===== config.mk =====
export PLATFORM = sky130hd
export DESIGN_NAME = fetch_stage
export DESIGN_NICKNAME = d
export VERILOG_FILES = /design/src/rtl/fetch_stage_pkg.sv /design/src/rtl/fetch_stage_pc_reg.sv /design/src/rtl/fetch_stage.sv
export SDC_FILE = /design/constraint.sdc
export NUM_CORES = 1
export LEC_CHECK = 0
export BUFFER_PORTS_ARGS = -buffer_cell sky130_fd_sc_hd__buf_2
export CORE_MARGIN = 4
export CORE_UTILIZATION = 52
export CTS_BUF_LIST = sky130_fd_sc_hd__clkbuf_2 sky130_fd_sc_hd__clkbuf_4 sky130_fd_sc_hd__clkbuf_8
export DETAILED_ROUTE_END_ITERATION = 7
export PLACE_DENSITY = 0.89
export SYNTH_ARGS = -nofsm -noshare
export SYNTH_HDL_FRONTEND = slang
export SYNTH_SLANG_ARGS = --single-unit
export TNS_END_PERCENT = 20

===== constraint.sdc =====
create_clock -name clk -period 3.3 [get_ports clk]
set_input_delay 0 -clock clk [delete_from_list [all_inputs] [get_ports clk]]
set_output_delay 0 -clock clk [all_outputs]
set_load 0.01 [all_outputs]

===== src/rtl/fetch_stage_pkg.sv =====
// Shared types and constants for the instruction fetch stage.
package fetch_stage_pkg;

    typedef enum logic [1:0] {
        ST_FETCH = 2'd0,
        ST_HOLD  = 2'd1,
        ST_DROP  = 2'd2
    } fetch_state_t;

    localparam logic [31:0] BUBBLE_INST_DEFAULT = 32'h0000_0000;
    localparam logic [31:0] PC_INC              = 32'd4;

endpackage


===== src/rtl/fetch_stage_pc_reg.sv =====
// 32-bit program counter register with load enable and asynchronous reset.
module pc_reg #(
    parameter logic [31:0] RESET_VALUE = 32'h0000_0000
) (
    input  logic        clk,
    input  logic        rst,
    input  logic        load,
    input  logic [31:0] d,
    output logic [31:0] q
);

    always_ff @(posedge clk or posedge rst) begin
        if (rst) begin
            q <= RESET_VALUE;
        end else if (load) begin
            q <= d;
        end
    end

endmodule


===== src/rtl/fetch_stage.sv =====
// Instruction fetch stage: PC sequencing, stall buffering and redirect handling
// against an instruction memory with variable response latency.
//
// state    | meaning
// ---------+-----------------------------------------------------------------
// ST_FETCH | request outstanding at pc; deliver data as soon as it returns
// ST_HOLD  | fetched word parked in buffer while the pipeline is stalled
// ST_DROP  | redirected mid-request; wait out the old response, then jump
module fetch_stage
    import fetch_stage_pkg::*;
#(
    parameter logic [31:0] RESET_PC    = 32'h0000_0000,
    parameter logic [31:0] BUBBLE_INST = BUBBLE_INST_DEFAULT
) (
    input  logic        clk,
    input  logic        rst,
    input  logic        stall,
    input  logic        pc_src,
    input  logic [31:0] target_in,
    output logic        imem_req,
    output logic [31:0] imem_addr,
    input  logic        imem_ready,
    input  logic [31:0] imem_rdata,
    output logic [31:0] inst_out,
    output logic [31:0] pc_out,
    output logic [31:0] pc_plus4_out,
    output logic        fetch_busy,
    output logic        flush_out
);

    fetch_state_t state, state_next;
    logic [31:0]  pc, pc_next, pc_inc;
    logic         pc_load;
    logic [31:0]  buffer, buffer_next;
    logic         buffer_load;
    logic [31:0]  redir, redir_next;
    logic         redir_load;
    logic [31:0]  target;

    assign target = target_in & ~32'd3;
    assign pc_inc = pc + PC_INC;

    pc_reg #(
        .RESET_VALUE(RESET_PC)
    ) u_pc_reg (
        .clk (clk),
        .rst (rst),
        .load(pc_load),
        .d   (pc_next),
        .q   (pc)
    );

    always_ff @(posedge clk or posedge rst) begin
        if (rst) begin
            state  <= ST_FETCH;
            buffer <= BUBBLE_INST;
            redir  <= 32'h0000_0000;
        end else begin
            state <= state_next;
            if (buffer_load) buffer <= buffer_next;
            if (redir_load)  redir  <= redir_next;
        end
    end

    always_comb begin
        state_next  = state;
        pc_load     = 1'b0;
        pc_next     = pc;
        buffer_load = 1'b0;
        buffer_next = buffer;
        redir_load  = 1'b0;
        redir_next  = redir;
        case (state)
            ST_FETCH: begin
                if (pc_src) begin
                    if (imem_ready) begin
                        pc_load = 1'b1;
                        pc_next = target;
                    end else begin
                        redir_load = 1'b1;
                        redir_next = target;
                        state_next = ST_DROP;
                    end
                end else if (imem_ready) begin
                    if (stall) begin
                        buffer_load = 1'b1;
                        buffer_next = imem_rdata;
                        state_next  = ST_HOLD;
                    end else begin
                        pc_load = 1'b1;
                        pc_next = pc_inc;
                    end
                end
            end
            ST_HOLD: begin
                if (pc_src) begin
                    pc_load     = 1'b1;
                    pc_next     = target;
                    buffer_load = 1'b1;
                    buffer_next = BUBBLE_INST;
                    state_next  = ST_FETCH;
                end else if (!stall) begin
                    pc_load    = 1'b1;
                    pc_next    = pc_inc;
                    state_next = ST_FETCH;
                end
            end
            ST_DROP: begin
                if (pc_src) begin
                    redir_load = 1'b1;
                    redir_next = target;
                end
                // A redirect arriving with the stale response is the newest one.
                if (imem_ready) begin
                    pc_load    = 1'b1;
                    pc_next    = pc_src ? target : redir;
                    state_next = ST_FETCH;
                end
            end
            default: begin
                state_next = ST_FETCH;
            end
        endcase
    end

    always_comb begin
        imem_req     = 1'b1;
        imem_addr    = pc;
        pc_out       = pc;
        pc_plus4_out = pc_inc;
        inst_out     = BUBBLE_INST;
        fetch_busy   = 1'b0;
        flush_out    = pc_src;
        case (state)
            ST_FETCH: begin
                fetch_busy = ~imem_ready;
                if (imem_ready && !pc_src) inst_out = imem_rdata;
            end
            ST_HOLD: begin
                imem_req = 1'b0;
                inst_out = buffer;
            end
            ST_DROP: begin
                fetch_busy = 1'b1;
            end
            default: begin
                fetch_busy = 1'b1;
            end
        endcase
    end

endmodule


After elaboration in Yosys (flattened, before gate mapping)

Cells that the tools add are included.

Flip-flop bits (word level): 98
Bits of input ports: 69
Logic and storage cells: 71

Add/sub/neg operators: 1
Eq/ne operators: 13
Mux-type cells: 42
Bitwise logic cells: 1
Reductions and logical operators: 10

Operator list:

| cell                    | number |
|---|---|
| $mux W32                | 14 |
| $pmux W32 S2            | 3 |
| $pmux W32 S3            | 1 |
| $add A32 B3 Y32 const B | 1 |
| $mux W2                 | 7 |
| $ne A2 B2 Y1 const B    | 7 |
| $mux W1                 | 12 |
| $ne A3 B3 Y1 const B    | 4 |
| $reduce_and A4 Y1       | 2 |
| $pmux W1 S2             | 3 |
| $pmux W2 S3             | 1 |
| $reduce_and A6 Y1       | 1 |
| $reduce_and A5 Y1       | 1 |
| $reduce_bool A2 Y1      | 2 |
| $pmux W1 S3             | 1 |
| $reduce_bool A3 Y1      | 1 |
| $eq A2 B1 Y1 const B    | 1 |
| $eq A2 B2 Y1 const B    | 1 |
| $logic_not A2 Y1        | 1 |
| $logic_and A1 B1 Y1     | 1 |
| $logic_not A1 Y1        | 1 |
| $not A1 Y1              | 1 |

Longest topological paths before layout

Word-level depth: 5
Depth in mapped cells: 7
Gate-level depth less buffers: 6

Hierarchy

A second synthesis with hierarchy kept.

Cell total of the unflattened synthesis: 936
Area total of the unflattened synthesis: 7,915.1 um2

By module, submodules not included:

| module      | times used | cells each | area an instance (um2) | seq. area each (um2) |
|---|---|---|---|---|
| fetch_stage | 1          | 867        | 6,566.3                | 1,651.6 |
| pc_reg      | 1          | 69         | 1,348.8                | 800.8 |

Least setup slack after synthesis

No wires, ideal clock.

Path type: register -> register
Start point: register u_pc_reg.q[9]
End point: register u_pc_reg.q[25]
Data arrival time: 1,934 ps
Required time: 3,174 ps
Setup slack: 1,240 ps
Stages on the path, launching flop included: 7
Period minus slack after synthesis: 2,060 ps
Cells stage by stage: dfrtp_1 > buf_2 > nand4_4 > nor4_4 > nand4_1 > xnor2_2 > a221o_1

Word-level cells in the longest chain between the ends: 5

RTL lines:

| what                       | line                                  | source |
|---|---|---|
| start, declared            | fetch_stage_pc_reg.sv:9               | `output logic [31:0] q` |
| start signal, assigned     | fetch_stage_pc_reg.sv:14              | `q <= RESET_VALUE;` |
| start signal, assigned     | fetch_stage_pc_reg.sv:16              | `q <= d;` |
| $add A32 B3 Y32 (*)        | fetch_stage.sv:41                     | `assign pc_inc = pc + PC_INC;` |
| named net pc_plus4_out[25] | fetch_stage.sv:26                     | `output logic [31:0] pc_plus4_out,` |
| $mux W32 (*)               | fetch_stage.sv:85, fetch_stage.sv:102 |  |
| $mux W32                   | fetch_stage.sv:84                     | `end else if (imem_ready) begin` |
| $mux W32                   | fetch_stage.sv:75                     | `if (pc_src) begin` |
| $pmux W32 S3 (*)           | fetch_stage.sv:73                     | `case (state)` |

Mark *: on every way through the listed nets, which the timed path passes. The rest lies on a longest branch. The select of a mux whose other input is x is not followed.
A chain may end at the register's enable or synchronous reset.

Worst setup path after layout

Start point: register state[0]
End point: register u_pc_reg.q[6]

Word-level cells in the longest chain between the ends: 3

RTL lines:

| what                                       | line              | source |
|---|---|---|
| start, declared                            | fetch_stage.sv:31 | `fetch_state_t state, state_next;` |
| start signal, assigned                     | fetch_stage.sv:59 | `state <= state_next;` |
| $eq A2 B2 Y1, or another cell as far along | fetch_stage.sv:73 |  |
| $pmux W1 S3, or another cell as far along  | fetch_stage.sv:73 |  |
| $reduce_and A4 Y1 (no source line)         | n/a               |  |

Parallel ways exist; a longest one is shown, timed or not.

==> out/summary.txt <==
Synth Cell Area = 0.00568 mm2
Crit end category = flop
Post-synthesis area per instance = 9.22 um2
M1 WL = 6820 um
Status = completed
RSZ-0062 raised after global routing = false
CTS tree = built
Max Cap Viol = 0
Final period utilization = 74.6%
Largest fanout on the critical path = 16
Final worst setup slack = 0.839 ns
Fin crit period = 2.46 ns
Gpl congestion = 0.895
Synthesis-stage register bit count = 98
Vias in the first global route = 5787
# DRC = 0
# rows = 37
Core footprint = 0.0105 mm2
Number of enable flip-flop cells after synthesis = 0
Fmax achieved = 406 MHz
Critical Path Max Stage Delay = 0.93 ns
DRT antenna net count = 0
Clk pwr share = 23.7%
Library cells used by synthesis = 53
Psw = 1320 uW
Global-route wire length before repair = 28600 um
YS warnings = 0
Via-to-Cell Ratio = 5.96
Final hold vios = 0
Commonest cells after routing, fill and taps aside = buf_2, nand2_1, dfrtp_1, o21ai_0, dlygate4sd3_1
Nets = 891
Met3 WL = 1400 um
Hold Path Class = in2reg
Power Density = 512 mW/mm2
Worst EP arrival = 2.69 ns
IO Port Bufs = 197
Die height = 113 um
Switching Share = 35.0%
Initial DRC count = 536
Die area = 0.0127 mm2
Post-DP HPWL = 11500 um
Vias post-DR = 5741
Final wirelength = 17800 um
Fraction of layout cells with a size suffix above 1 = 32.2%
Clk sink count = 98
Relative slew margins = 16.8%
Area growth syn-to-layout = 29.9%
Starting Density = 54.3%
Seq pwr share = 45.4%
CP startpoint kind = flop
Largest net degree at the start of global routing = 67
Post-CTS setup buffer count = 0
Crit-path slowest cell = a221oi_2
Router iterations before antenna repair = 7
Internal power = 2450 uW
Post_cts resized = 0
Measured slew at the worst slew-check pin = 1.25 ns
Post-synth ARST share = 100%
Synthesized Nets = 686
Pins Over Slew Limit = 0
Register area share after synthesis = 43.2%
Setup Total Neg Slack = 0 ns
Grt ovf = 0
Peak VDD IR = 0.000269 V
Fillers = 751
Most common cell after layout, fill and taps aside = buf_2
Clock tree buffer depth = 2
CTS Hold Bufs = 65
Wire length on met2 = 9220 um
TritonCTS Buffers = 9
Initial antenna violation count = 1
Dpl ws = 0.882 ns
Syn Inst Count = 616
P_leak = 0.00365 uW
Final instance area = 0.00738 mm2
Die width = 113 um
Synth Flop Type = dfrtp_1
Setup Skew = 0.0125 ns
CP Class = reg2reg
CP Cell Sequence = nor2_1, a221oi_2, o311ai_0, a21boi_0
Clk_lat worst skew = 0.37 ns
Placed cell area = 0.00650 mm2
Top Layer Used = met4
# setup viols final = 0
Logic pwr share = 30.9%
Data required, critical path = 3.53 ns
WL/cell = 18.5 um
H-tree depth = 3
# IOs = 200
Clock transition at path regs = 0.09 ns
Root Driver = clkbuf_8
Total track usage = 27.5%
## metal layers
layer / global-route usage [%] / up-vias
met5: 0 / -
met4: 10.1 / 0
met3: 5.77 / 41
met2: 48.3 / 330
met1: 33.2 / 2789
li1: - / 2581
## sequential cells by signal (all words and copies together), names as in the netlist
| signal | flops |
|---|---|
| u_pc_reg.q | 32 |
| state | 2 |
| redir | 32 |
| buffer | 32 |
## synthesized netlist by cell type, types with 3 or more instances
cell type    n  area [um2]
buf_2        9        45.0
clkbuf_1    25        93.8
mux2_2      30         338
a31oi_1      3        18.8
o2bb2ai_1    5        43.8
xor2_1      11        96.3
a221oi_1     6        52.6
nor3_1       9        45.0
inv_1       10        37.5
o21ai_0     65         325
a221o_1      9        90.1
a22o_1      32         280
nand4_1     11        68.8
xnor2_1     15         131
buf_4       36         270
nand3_1      8        40.0
nand2_1    103         387
nor2b_1      4        25.0
o31ai_1      8        60.1
buf_1        7        26.3
dfrtp_1     98        2450
and3_1      16         100
a21oi_1     19        95.1
nor4_1       4        25.0
nor2_1      31         116
mux2i_1      7        70.1
## worst max-delay path: cells and delay by family (launching register included)
kind / cells / cell delay [ns]
AO/OA/AOI/OAI: 3 / 1.50
flip-flops: 1 / 0.66
AND/OR/NAND/NOR: 1 / 0.16
## power groups by stage
stage / Combinational, uW / Sequential (uW) / Clock (uW)
5_1_grt: 1270 / 1750 / 954
2_1_floorplan: 754 / 1670 / 0
3_5_place_dp: 1100 / 1720 / 0
6_report: 1170 / 1710 / 895
4_1_cts: 1160 / 1700 / 907
3_3_place_gp: 1060 / 1690 / 0
## per-stage QoR
| stage | util [%] | hold slack [ns] | power, uW | std cells |
|---|---|---|---|---|
| finish | 70.5 | 0.0341 | 3780 | 963 |
| global route | 70.5 | 0.0574 | 3970 | 962 |
| CTS | 70.5 | 0.0242 | 3760 | 961 |
| detailed placement | 62.1 | 0.125 | 2810 | 881 |
| global placement | 62.1 | 0.120 | 2750 | 881 |
| floorplan | - | 0.0708 | 2430 | 616 |
## worst paths after layout
path	start	to	slack [ns]	cells after the start
worst max-delay path	state[0]	u_pc_reg.q[6]	0.84	4
worst min-delay path	pc_src	state[1]	0.03	3
worst max register to register	state[0]	u_pc_reg.q[6]	0.84	4
worst min register to register	buffer[0]	buffer[0]	0.49	2
max in group asynchronous	rst	u_pc_reg.q[27]	2.29	4
min in group asynchronous	rst	buffer[15]	0.28	4
## layout make-up
| cell class | count | area, um2 | share of cell area, % |
|---|---|---|---|
| Tap cell | 136 | 170 | 2.31 |
| Sequential cell | 98 | 2450 | 33.2 |
| Multi-Input combinational cell | 431 | 2780 | 37.7 |
| Timing Repair Buffer | 271 | 1700 | 23.1 |
| Inverter | 10 | 40.0 | 0.543 |
| Antenna cell | 2 | 5.00 | 0.0678 |
| Clock buffer | 13 | 166 | 2.26 |
| Clock inverter | 2 | 60.1 | 0.814 |
## cells by family (layout without fill, tap and decap cells)
group / Yosys count / after routing / share of synthesized area (%)
xor+xnor: 28 / 28 / 4.58
flops: 98 / 98 / 43.2
simple gates: 201 / 201 / 17.0
compound gates: 164 / 164 / 19.5
buf+inv: 87 / 296 / 8.33
fa+ha+maj: 1 / 1 / 0.220
other cells: 0 / 2 / 0
mux: 37 / 37 / 7.18
No activity file was read; power rests on OpenSTA's default activity.
